**src/rtl/pipeline_stage_ctrl_if.sv**
```systemverilog
// Handshake bundle between the pipeline sequencer and the hazard unit / stage registers.
// The slave modport is the sequencer side; the master modport is the side that drives its inputs.
interface pipeline_stage_ctrl_if #(
   parameter int unsigned CNT_W = 32
) ();
   logic             load_use;
   logic             redirect;
   logic             M_mem_valid;
   logic             mem_ack;
   logic             E_md_start;
   logic             D_uses_hilo;

   logic             pc_en;
   logic             D_en;
   logic             E_en;
   logic             M_en;
   logic             D_flush;
   logic             E_flush;
   logic             W_bubble;
   logic             mem_req;
   logic             md_busy;
   logic             mem_error;
   logic [CNT_W-1:0] stall_cycles;

   modport master (
      output load_use, redirect, M_mem_valid, mem_ack, E_md_start, D_uses_hilo,
      input  pc_en, D_en, E_en, M_en, D_flush, E_flush, W_bubble, mem_req, md_busy,
      input  mem_error, stall_cycles
   );

   modport slave (
      input  load_use, redirect, M_mem_valid, mem_ack, E_md_start, D_uses_hilo,
      output pc_en, D_en, E_en, M_en, D_flush, E_flush, W_bubble, mem_req, md_busy,
      output mem_error, stall_cycles
   );
endinterface

```
**src/rtl/pipeline_stage_ctrl.sv**
```systemverilog
// Central sequencer for the 5-stage pipeline: merges memory wait, redirect, load-use and
// mult/div hazards into per-stage register enables, flushes and a stall-cycle counter.
module pipeline_stage_ctrl #(
   parameter int unsigned MD_LATENCY  = 32,
   parameter int unsigned MEM_TIMEOUT = 64,
   parameter int unsigned CNT_W       = 32
) (
   input logic                  clk,
   input logic                  reset,
   pipeline_stage_ctrl_if.slave bus
);
   localparam int unsigned     WaitW    = $clog2(MEM_TIMEOUT);
   localparam int unsigned     MdW      = $clog2(MD_LATENCY + 1);
   localparam logic [WaitW-1:0] WaitLast = WaitW'(MEM_TIMEOUT - 1);
   localparam logic [MdW-1:0]   MdLoad   = MdW'(MD_LATENCY);

   typedef enum logic [0:0] {StIdle, StWait} mem_state_e;

   mem_state_e       state_q, state_d;
   logic [WaitW-1:0] wait_cnt_q, wait_cnt_d;
   logic [MdW-1:0]   md_cnt_q, md_cnt_d;
   logic [CNT_W-1:0] stall_cycles_q, stall_cycles_d;
   logic             mem_error_q, mem_error_d;
   logic             mem_timeout, mem_freeze, md_busy, md_stall;

   always_comb begin
      mem_timeout = (state_q == StWait) && (wait_cnt_q == WaitLast);
      // The timeout cycle releases the stage even without an ack.
      mem_freeze  = bus.M_mem_valid && !bus.mem_ack && !mem_timeout;
      state_d     = state_q;
      wait_cnt_d  = wait_cnt_q;
      mem_error_d = 1'b0;
      case (state_q)
         StIdle: begin
            if (bus.M_mem_valid && !bus.mem_ack) begin
               state_d    = StWait;
               wait_cnt_d = WaitW'(1);
            end
         end
         StWait: begin
            if (bus.mem_ack || mem_timeout) begin
               state_d     = StIdle;
               wait_cnt_d  = '0;
               mem_error_d = mem_timeout && !bus.mem_ack;
            end else begin
               wait_cnt_d = wait_cnt_q + WaitW'(1);
            end
         end
      endcase
   end

   always_comb begin
      md_busy  = (md_cnt_q != '0);
      md_stall = md_busy && bus.D_uses_hilo;
      md_cnt_d = md_cnt_q;
      if (bus.E_md_start && !mem_freeze) begin
         md_cnt_d = MdLoad;
      end else if (md_busy) begin
         md_cnt_d = md_cnt_q - MdW'(1);
      end
   end

   always_comb begin
      bus.pc_en    = 1'b1;
      bus.D_en     = 1'b1;
      bus.E_en     = 1'b1;
      bus.M_en     = 1'b1;
      bus.D_flush  = 1'b0;
      bus.E_flush  = 1'b0;
      bus.W_bubble = 1'b0;
      if (reset) begin
         bus.pc_en    = 1'b0;
         bus.D_en     = 1'b0;
         bus.E_en     = 1'b0;
         bus.M_en     = 1'b0;
         bus.D_flush  = 1'b1;
         bus.E_flush  = 1'b1;
         bus.W_bubble = 1'b1;
      end else if (mem_freeze) begin
         bus.pc_en    = 1'b0;
         bus.D_en     = 1'b0;
         bus.E_en     = 1'b0;
         bus.M_en     = 1'b0;
         bus.W_bubble = 1'b1;
      end else if (bus.redirect) begin
         // Squashing D makes any pending load-use or HI/LO stall moot.
         bus.D_flush = 1'b1;
         bus.E_flush = 1'b1;
      end else if (bus.load_use || md_stall) begin
         bus.pc_en   = 1'b0;
         bus.D_en    = 1'b0;
         bus.E_flush = 1'b1;
      end
   end

   always_comb begin
      stall_cycles_d = stall_cycles_q;
      if (!bus.pc_en && (stall_cycles_q != '1)) begin
         stall_cycles_d = stall_cycles_q + CNT_W'(1);
      end
   end

   assign bus.mem_req      = bus.M_mem_valid && !reset;
   assign bus.md_busy      = md_busy;
   assign bus.mem_error    = mem_error_q;
   assign bus.stall_cycles = stall_cycles_q;

   always_ff @(posedge clk) begin
      if (reset) begin
         state_q        <= StIdle;
         wait_cnt_q     <= '0;
         md_cnt_q       <= '0;
         stall_cycles_q <= '0;
         mem_error_q    <= 1'b0;
      end else begin
         state_q        <= state_d;
         wait_cnt_q     <= wait_cnt_d;
         md_cnt_q       <= md_cnt_d;
         stall_cycles_q <= stall_cycles_d;
         mem_error_q    <= mem_error_d;
      end
   end
endmodule

```
**src/flat_wrapper.sv**
```systemverilog
// flat-port wrapper written by rule: the top's interface ports become plain ports
module pipeline_stage_ctrl_flat 
#(
   parameter int unsigned MD_LATENCY  = 32,
   parameter int unsigned MEM_TIMEOUT = 64,
   parameter int unsigned CNT_W       = 32
)
  (clk, reset, bus_load_use, bus_redirect, bus_M_mem_valid, bus_mem_ack, bus_E_md_start, bus_D_uses_hilo, bus_pc_en, bus_D_en, bus_E_en, bus_M_en, bus_D_flush, bus_E_flush, bus_W_bubble, bus_mem_req, bus_md_busy, bus_mem_error, bus_stall_cycles);
  pipeline_stage_ctrl_if #(.CNT_W(CNT_W)) bus_i ();
  input logic clk;
  input logic reset;
  input wire logic [$bits(bus_i.load_use)-1:0] bus_load_use;
  input wire logic [$bits(bus_i.redirect)-1:0] bus_redirect;
  input wire logic [$bits(bus_i.M_mem_valid)-1:0] bus_M_mem_valid;
  input wire logic [$bits(bus_i.mem_ack)-1:0] bus_mem_ack;
  input wire logic [$bits(bus_i.E_md_start)-1:0] bus_E_md_start;
  input wire logic [$bits(bus_i.D_uses_hilo)-1:0] bus_D_uses_hilo;
  output wire logic [$bits(bus_i.pc_en)-1:0] bus_pc_en;
  output wire logic [$bits(bus_i.D_en)-1:0] bus_D_en;
  output wire logic [$bits(bus_i.E_en)-1:0] bus_E_en;
  output wire logic [$bits(bus_i.M_en)-1:0] bus_M_en;
  output wire logic [$bits(bus_i.D_flush)-1:0] bus_D_flush;
  output wire logic [$bits(bus_i.E_flush)-1:0] bus_E_flush;
  output wire logic [$bits(bus_i.W_bubble)-1:0] bus_W_bubble;
  output wire logic [$bits(bus_i.mem_req)-1:0] bus_mem_req;
  output wire logic [$bits(bus_i.md_busy)-1:0] bus_md_busy;
  output wire logic [$bits(bus_i.mem_error)-1:0] bus_mem_error;
  output wire logic [$bits(bus_i.stall_cycles)-1:0] bus_stall_cycles;
  assign bus_i.load_use = bus_load_use;
  assign bus_i.redirect = bus_redirect;
  assign bus_i.M_mem_valid = bus_M_mem_valid;
  assign bus_i.mem_ack = bus_mem_ack;
  assign bus_i.E_md_start = bus_E_md_start;
  assign bus_i.D_uses_hilo = bus_D_uses_hilo;
  assign bus_pc_en = bus_i.pc_en;
  assign bus_D_en = bus_i.D_en;
  assign bus_E_en = bus_i.E_en;
  assign bus_M_en = bus_i.M_en;
  assign bus_D_flush = bus_i.D_flush;
  assign bus_E_flush = bus_i.E_flush;
  assign bus_W_bubble = bus_i.W_bubble;
  assign bus_mem_req = bus_i.mem_req;
  assign bus_md_busy = bus_i.md_busy;
  assign bus_mem_error = bus_i.mem_error;
  assign bus_stall_cycles = bus_i.stall_cycles;
  pipeline_stage_ctrl #(.MD_LATENCY(MD_LATENCY), .MEM_TIMEOUT(MEM_TIMEOUT), .CNT_W(CNT_W)) u_core (.clk(clk), .reset(reset), .bus(bus_i));
endmodule
```
**config.mk**
```make
export PLATFORM = sky130hd
export DESIGN_NAME = pipeline_stage_ctrl_flat
export DESIGN_NICKNAME = d
export VERILOG_FILES = /design/src/rtl/pipeline_stage_ctrl_if.sv /design/src/rtl/pipeline_stage_ctrl.sv /design/src/flat_wrapper.sv
export SDC_FILE = /design/constraint.sdc
export NUM_CORES = 1
export LEC_CHECK = 0
export CORE_MARGIN = 2
export CORE_UTILIZATION = 45
export DETAILED_ROUTE_END_ITERATION = 7
export PLACE_DENSITY_LB_ADDON = 0.1
export SKIP_LAST_GASP = 1
export SYNTH_ARGS = -nofsm -noshare
export SYNTH_HDL_FRONTEND = slang
export SYNTH_SLANG_ARGS = --single-unit
```
**constraint.sdc**
```tcl
create_clock -name clk -period 4.02 [get_ports clk]
set_clock_uncertainty 0.15 [all_clocks]
set_input_delay 1.206 -clock clk [delete_from_list [all_inputs] [get_ports clk]]
set_output_delay 1.206 -clock clk [all_outputs]
set_load 0.01 [all_outputs]
```
After elaboration in Yosys (flattened, before gate mapping)
Index checks and enable logic that the tools add are counted.
{ "totals": {"wordCells": 56, "input_bits": 8, "register_bits": 46, "out_inout_bits": 42} }
{ "classes": {"mux": 23, "reduce_logical": 19, "n_eq_ne": 3, "bitwise_logic": 2, "addsub": 3} }
{ "op_table": {"columns": ["operator", "n"], "rows": [
  ["32-bit by 1-bit adder with 32-bit output (second input constant)", 1],
  ["32-bit inequality test (second input constant)", 1],
  ["6-bit two-way mux", 4],
  ["1-bit two-way mux", 17],
  ["6-bit one-hot mux with 2 select lines", 1],
  ["1-bit logical AND", 8],
  ["6-bit by 1-bit adder with 6-bit output (second input constant)", 1],
  ["6-bit equality test (second input constant)", 1],
  ["6-bit nonzero test", 1],
  ["6-bit by 1-bit subtractor with 6-bit output (second input constant)", 1],
  ["1-bit zero test", 5],
  ["3-bit OR reduction", 1],
  ["1-bit logical OR", 2],
  ["2-bit by 1-bit inequality test with 1-bit output (second input constant)", 1],
  ["1-bit NOT", 2],
  ["1-bit one-hot mux with 2 select lines", 1],
  ["2-bit nonzero test", 1],
  ["2-bit OR reduction", 1]
]} }

Logic depth before layout (Yosys ltp)
{ "logic_depth": {"ltp_word": 9, "depth_mapped": 10, "depth_no_buf": 8} }

Least setup slack after synthesis
No wires, ideal clock.
{ "synth_timing": {"kind": "input to output", "start": "input port reset", "end": "output port bus_pc_en", "arrival_time_ps": 2584, "slack_ps": 80, "path_stages": 8, "n_path_buf": 4, "required_ps": 2664, "cell_sequence": "buf_2 nand3b_1 o22a_2 or2_4 inv_2 buf_4 buf_2 buf_4"} }
{ "synth_via": {"elab_chain_cells": 1} }
{ "synth_rtl": {"columns": ["element", "line", "source"], "rows": [
  ["start, declared", "flat_wrapper.sv:11", "input logic reset;"],
  ["1-bit two-way mux", null, null],
  ["end, declared", "flat_wrapper.sv:18", "output wire logic [$bits(bus_i.pc_en)-1:0] bus_pc_en;"]
]} }
Every way passes these cells.

Worst setup path after layout
{ "layout_timing": {"start": "input port bus_M_mem_valid", "end": "output port bus_D_en"} }
{ "layout_via": {"elab_chain_cells": 4} }
{ "layout_rtl": {"columns": ["element", "line", "source"], "rows": [
  ["start, declared", "flat_wrapper.sv:14", "input wire logic [$bits(bus_i.M_mem_valid)-1:0] bus_M_mem_valid;"],
  ["1-bit logical AND (2 in series)", "pipeline_stage_ctrl.sv:29", "mem_freeze = bus.M_mem_valid && !bus.mem_ack && !mem_timeout;"],
  ["1-bit two-way mux", "pipeline_stage_ctrl.sv:79", "end else if (mem_freeze) begin"],
  ["1-bit two-way mux", "pipeline_stage_ctrl.sv:71", "if (reset) begin"],
  ["end, declared", "flat_wrapper.sv:19", "output wire logic [$bits(bus_i.D_en)-1:0] bus_D_en;"]
]} }
Every way passes these cells.

==> results_dict.tcl <==
set metrics [dict create \
    status "complete, no violations" \
    synth_top_family_by_area "simple AND/OR/NAND/NOR gates" \
    gp_congestion 0.813 \
    routedWlPerCell_um 13.6 \
    dp_hpwl_um 3980 \
    synthTopCellsByArea "dfxtp_1 36%, o31ai_1 5.6%, a21oi_1 5.3%" \
    drtIter0Drc 103 \
    grt_pass1_vias 2107 \
    cp-start-kind "input pin" \
    startpoint "bus_M_mem_valid" \
    r2r_cells 5 \
    cp_max_fo 3 \
    syn_area_per_cell_sq_um 8.43 \
    multiInputGateArea_sq_um 1500 \
    critPathArrivalTime_ns 2.60 \
    syn-num-nets 313 \
    clkLatencyLatePin_ns 0.30 \
    regArea_sq_um 921 \
    ys_ff_latch 46 \
    final_layout_size_suffix_gt1_frac 0.0826 \
    cp.required_ns 2.66 \
    synthArstFlopShare 0 \
    tightest_slew_ns 0.688 \
    fmax_mhz 253 \
    fin_area_sq_um 3180 \
    drt_pre_antenna_iters 4 \
    yosysWarnings 0 \
    cts_tree "built" \
    setup_ws_ns 0.0685 \
    grt-ovfl-total 0 \
    cp-endpoint "bus_D_en" \
    worst_slew_margin_rel 0.540 \
    synth_cells 301 \
    ys_types 52 \
    fin_crit_ns 3.95 \
    yosys.area_share.adder 0.0197 \
    setup_viol 0 \
    start_util 0.464 \
    synth_xor_area_frac 0.0242 \
    fin_total_pwr_w 0.00103 \
    die_h_um 79.1 \
    reg2reg_from "u_core.bus.stall_cycles[18]$_SDFFE_PP0P_" \
    clockBufferDepth 2 \
    fin_crit_sh 0.983 \
    track_usage 0.186 \
    final_core_util 0.581 \
    drt.antenna.violating_nets 0 \
    drc 0 \
    final_cells 423 \
    place_ws_ns -0.191 \
    muxShareOfSynthArea 0.0355 \
    synth_common_cells "46 x dfxtp_1, 28 x nor2_1, 27 x a21oi_1" \
    rsz0062_at_grt "no" \
    htree_levels 2 \
    synth_simple_gate_area_share 0.325 \
    synthToLayoutAreaGrowth_pct 25.3 \
    ios 50 \
    grt_first_pass_wirelength_um 9380 \
    cts_root_buffer "clkbuf_8" \
    diodes 0 \
    fp.dieArea_sq_um 6260 \
    ys.flop_type "dfxtp_1" \
    synth_edf_count 0 \
    die_w_um 79.1 \
    num_rows 27 \
    clkSinkCount 46 \
    synth_most_common_cell "dfxtp_1" \
    portBuffers 49 \
    worst-r2r-setup-slack_ns 1.43 \
    r2r-end "u_core.bus.stall_cycles[7]$_SDFFE_PP0P_" \
    powerDensity_nw_per_um2 323 \
    finalMaxSlewViolations 0 \
    endpoint_kind "output port" \
    synth-compound-area-share 0.186 \
    place_inst 416 \
    synth_area_sq_um 2540 \
    criticalPathCategory "input pin to output port" \
    dpl_cell_area_sq_um 3100 \
    antenna_found_initial 0 \
    p_leak_nw 1.12 \
    hp-class "register to register" \
    core_sq_um 5470 \
    clk_pin_slew_worst_paths_ns 0.08 \
    max_cap_viol_count 0 \
    hold_viol_final 0 \
    nFillCells 531 \
    drt-total-wl_um 5760 \
    cts-buffers-inserted 5 \
    synth_top_area_cell "dfxtp_1" \
    nNetsFinal 363 \
    cts_hold_buf 0 \
    num_vias 2420 \
    ir_drop_mv 0.213 \
    viasPerCell 5.72 \
    grt_max_degree 48 \
    synth_top_area_frac 0.363 \
    yosysSeqAreaShare 0.363 \
]
worst min-delay path by stage:
stage,from,depth (start not counted),endpoint
5_1_grt,u_core.bus.stall_cycles[26]$_SDFFE_PP0P_,2,u_core.bus.stall_cycles[26]$_SDFFE_PP0P_
3_5_place_dp,u_core.bus.stall_cycles[14]$_SDFFE_PP0P_,2,u_core.bus.stall_cycles[14]$_SDFFE_PP0P_
6_report,u_core.bus.stall_cycles[14]$_SDFFE_PP0P_,2,u_core.bus.stall_cycles[14]$_SDFFE_PP0P_
2_1_floorplan,u_core.wait_cnt_q[5]$_SDFFE_PP0P_,2,u_core.wait_cnt_q[5]$_SDFFE_PP0P_
3_3_place_gp,u_core.bus.stall_cycles[27]$_SDFFE_PP0P_,2,u_core.bus.stall_cycles[27]$_SDFFE_PP0P_
4_1_cts,u_core.bus.stall_cycles[14]$_SDFFE_PP0P_,2,u_core.bus.stall_cycles[14]$_SDFFE_PP0P_
registers in the layout, summed over array words and instances, names as in the netlist:
name / flops
u_core.bus.stall_cycles: 32
u_core.md_cnt_q: 6
u_core.wait_cnt_q: 6
u_core.bus.mem_error: 1
u_core.state_q: 1
placed cells by master (no fill, tap or decap), drive strengths merged, types with 10 or more instances in the layout:
master / instances
a21oi: 27
buf: 11
clkdlybuf4s50: 41
dfxtp: 46
nand2: 18
nand3: 17
nand4: 10
nor2: 29
nor2b: 13
o31ai: 19
or4: 19
layer usage:
layer  global-route usage  wire length [um]  vias up  part of all wire
li1                     -                 -     1234                 -
met1                0.251              2900     1141              0.50
met2                0.281              2550       37              0.44
met3               0.0443               196        8             0.034
met4               0.0845               110        0             0.019
met5                    0                 0        -                 0
power breakdown:
group | leakage, nW | internal (W) | switching, W
Sequential | 0.372 | 0.000482 | 0.0000262
Clock | 0.0438 | 0.000117 | 0.000152
Combinational | 0.707 | 0.000122 | 0.000130
Total | 1.12 | 0.000721 | 0.000307
what timing repair did:
item | 4_1_cts | 5_1_grt
endpoints found under the setup margin | 7 | 2
pin swaps | 0 | 1
buffers inserted | 0 | 0
resized for setup | 6 | 2
gates cloned | 0 | 0
worst max-delay path, stage by stage:
cell             delay, ns
clkdlybuf4s50_1       0.41
nor2b_2               0.16
o22a_2                0.22
or2_4                 0.27
inv_2                 0.06
dlygate4sd2_1         0.26
through the flow:
stage               setup TNS (ns)  hold slack (ns)
finish                           0            0.361
global route                     0            0.404
CTS                        -0.0691            0.365
detailed placement          -0.699            0.351
global placement            -0.567            0.348
floorplan                        0            0.331
cell families after synthesis:
logic type / count (synthesis)
fa+ha+maj: 4
buf+inv: 24
mux: 8
flops: 46
simple gates: 141
xor+xnor: 7
compound gates: 71
area by class of cell:
type / instances / area share
sequential: 46 / 0.290
clock inverter: 2 / 0.00315
multi-input combinational: 231 / 0.472
clock buffer: 5 / 0.0216
timing repair buffer: 59 / 0.176
inverter: 8 / 0.00944
tap: 72 / 0.0283
(Power assumes the default switching activity.)
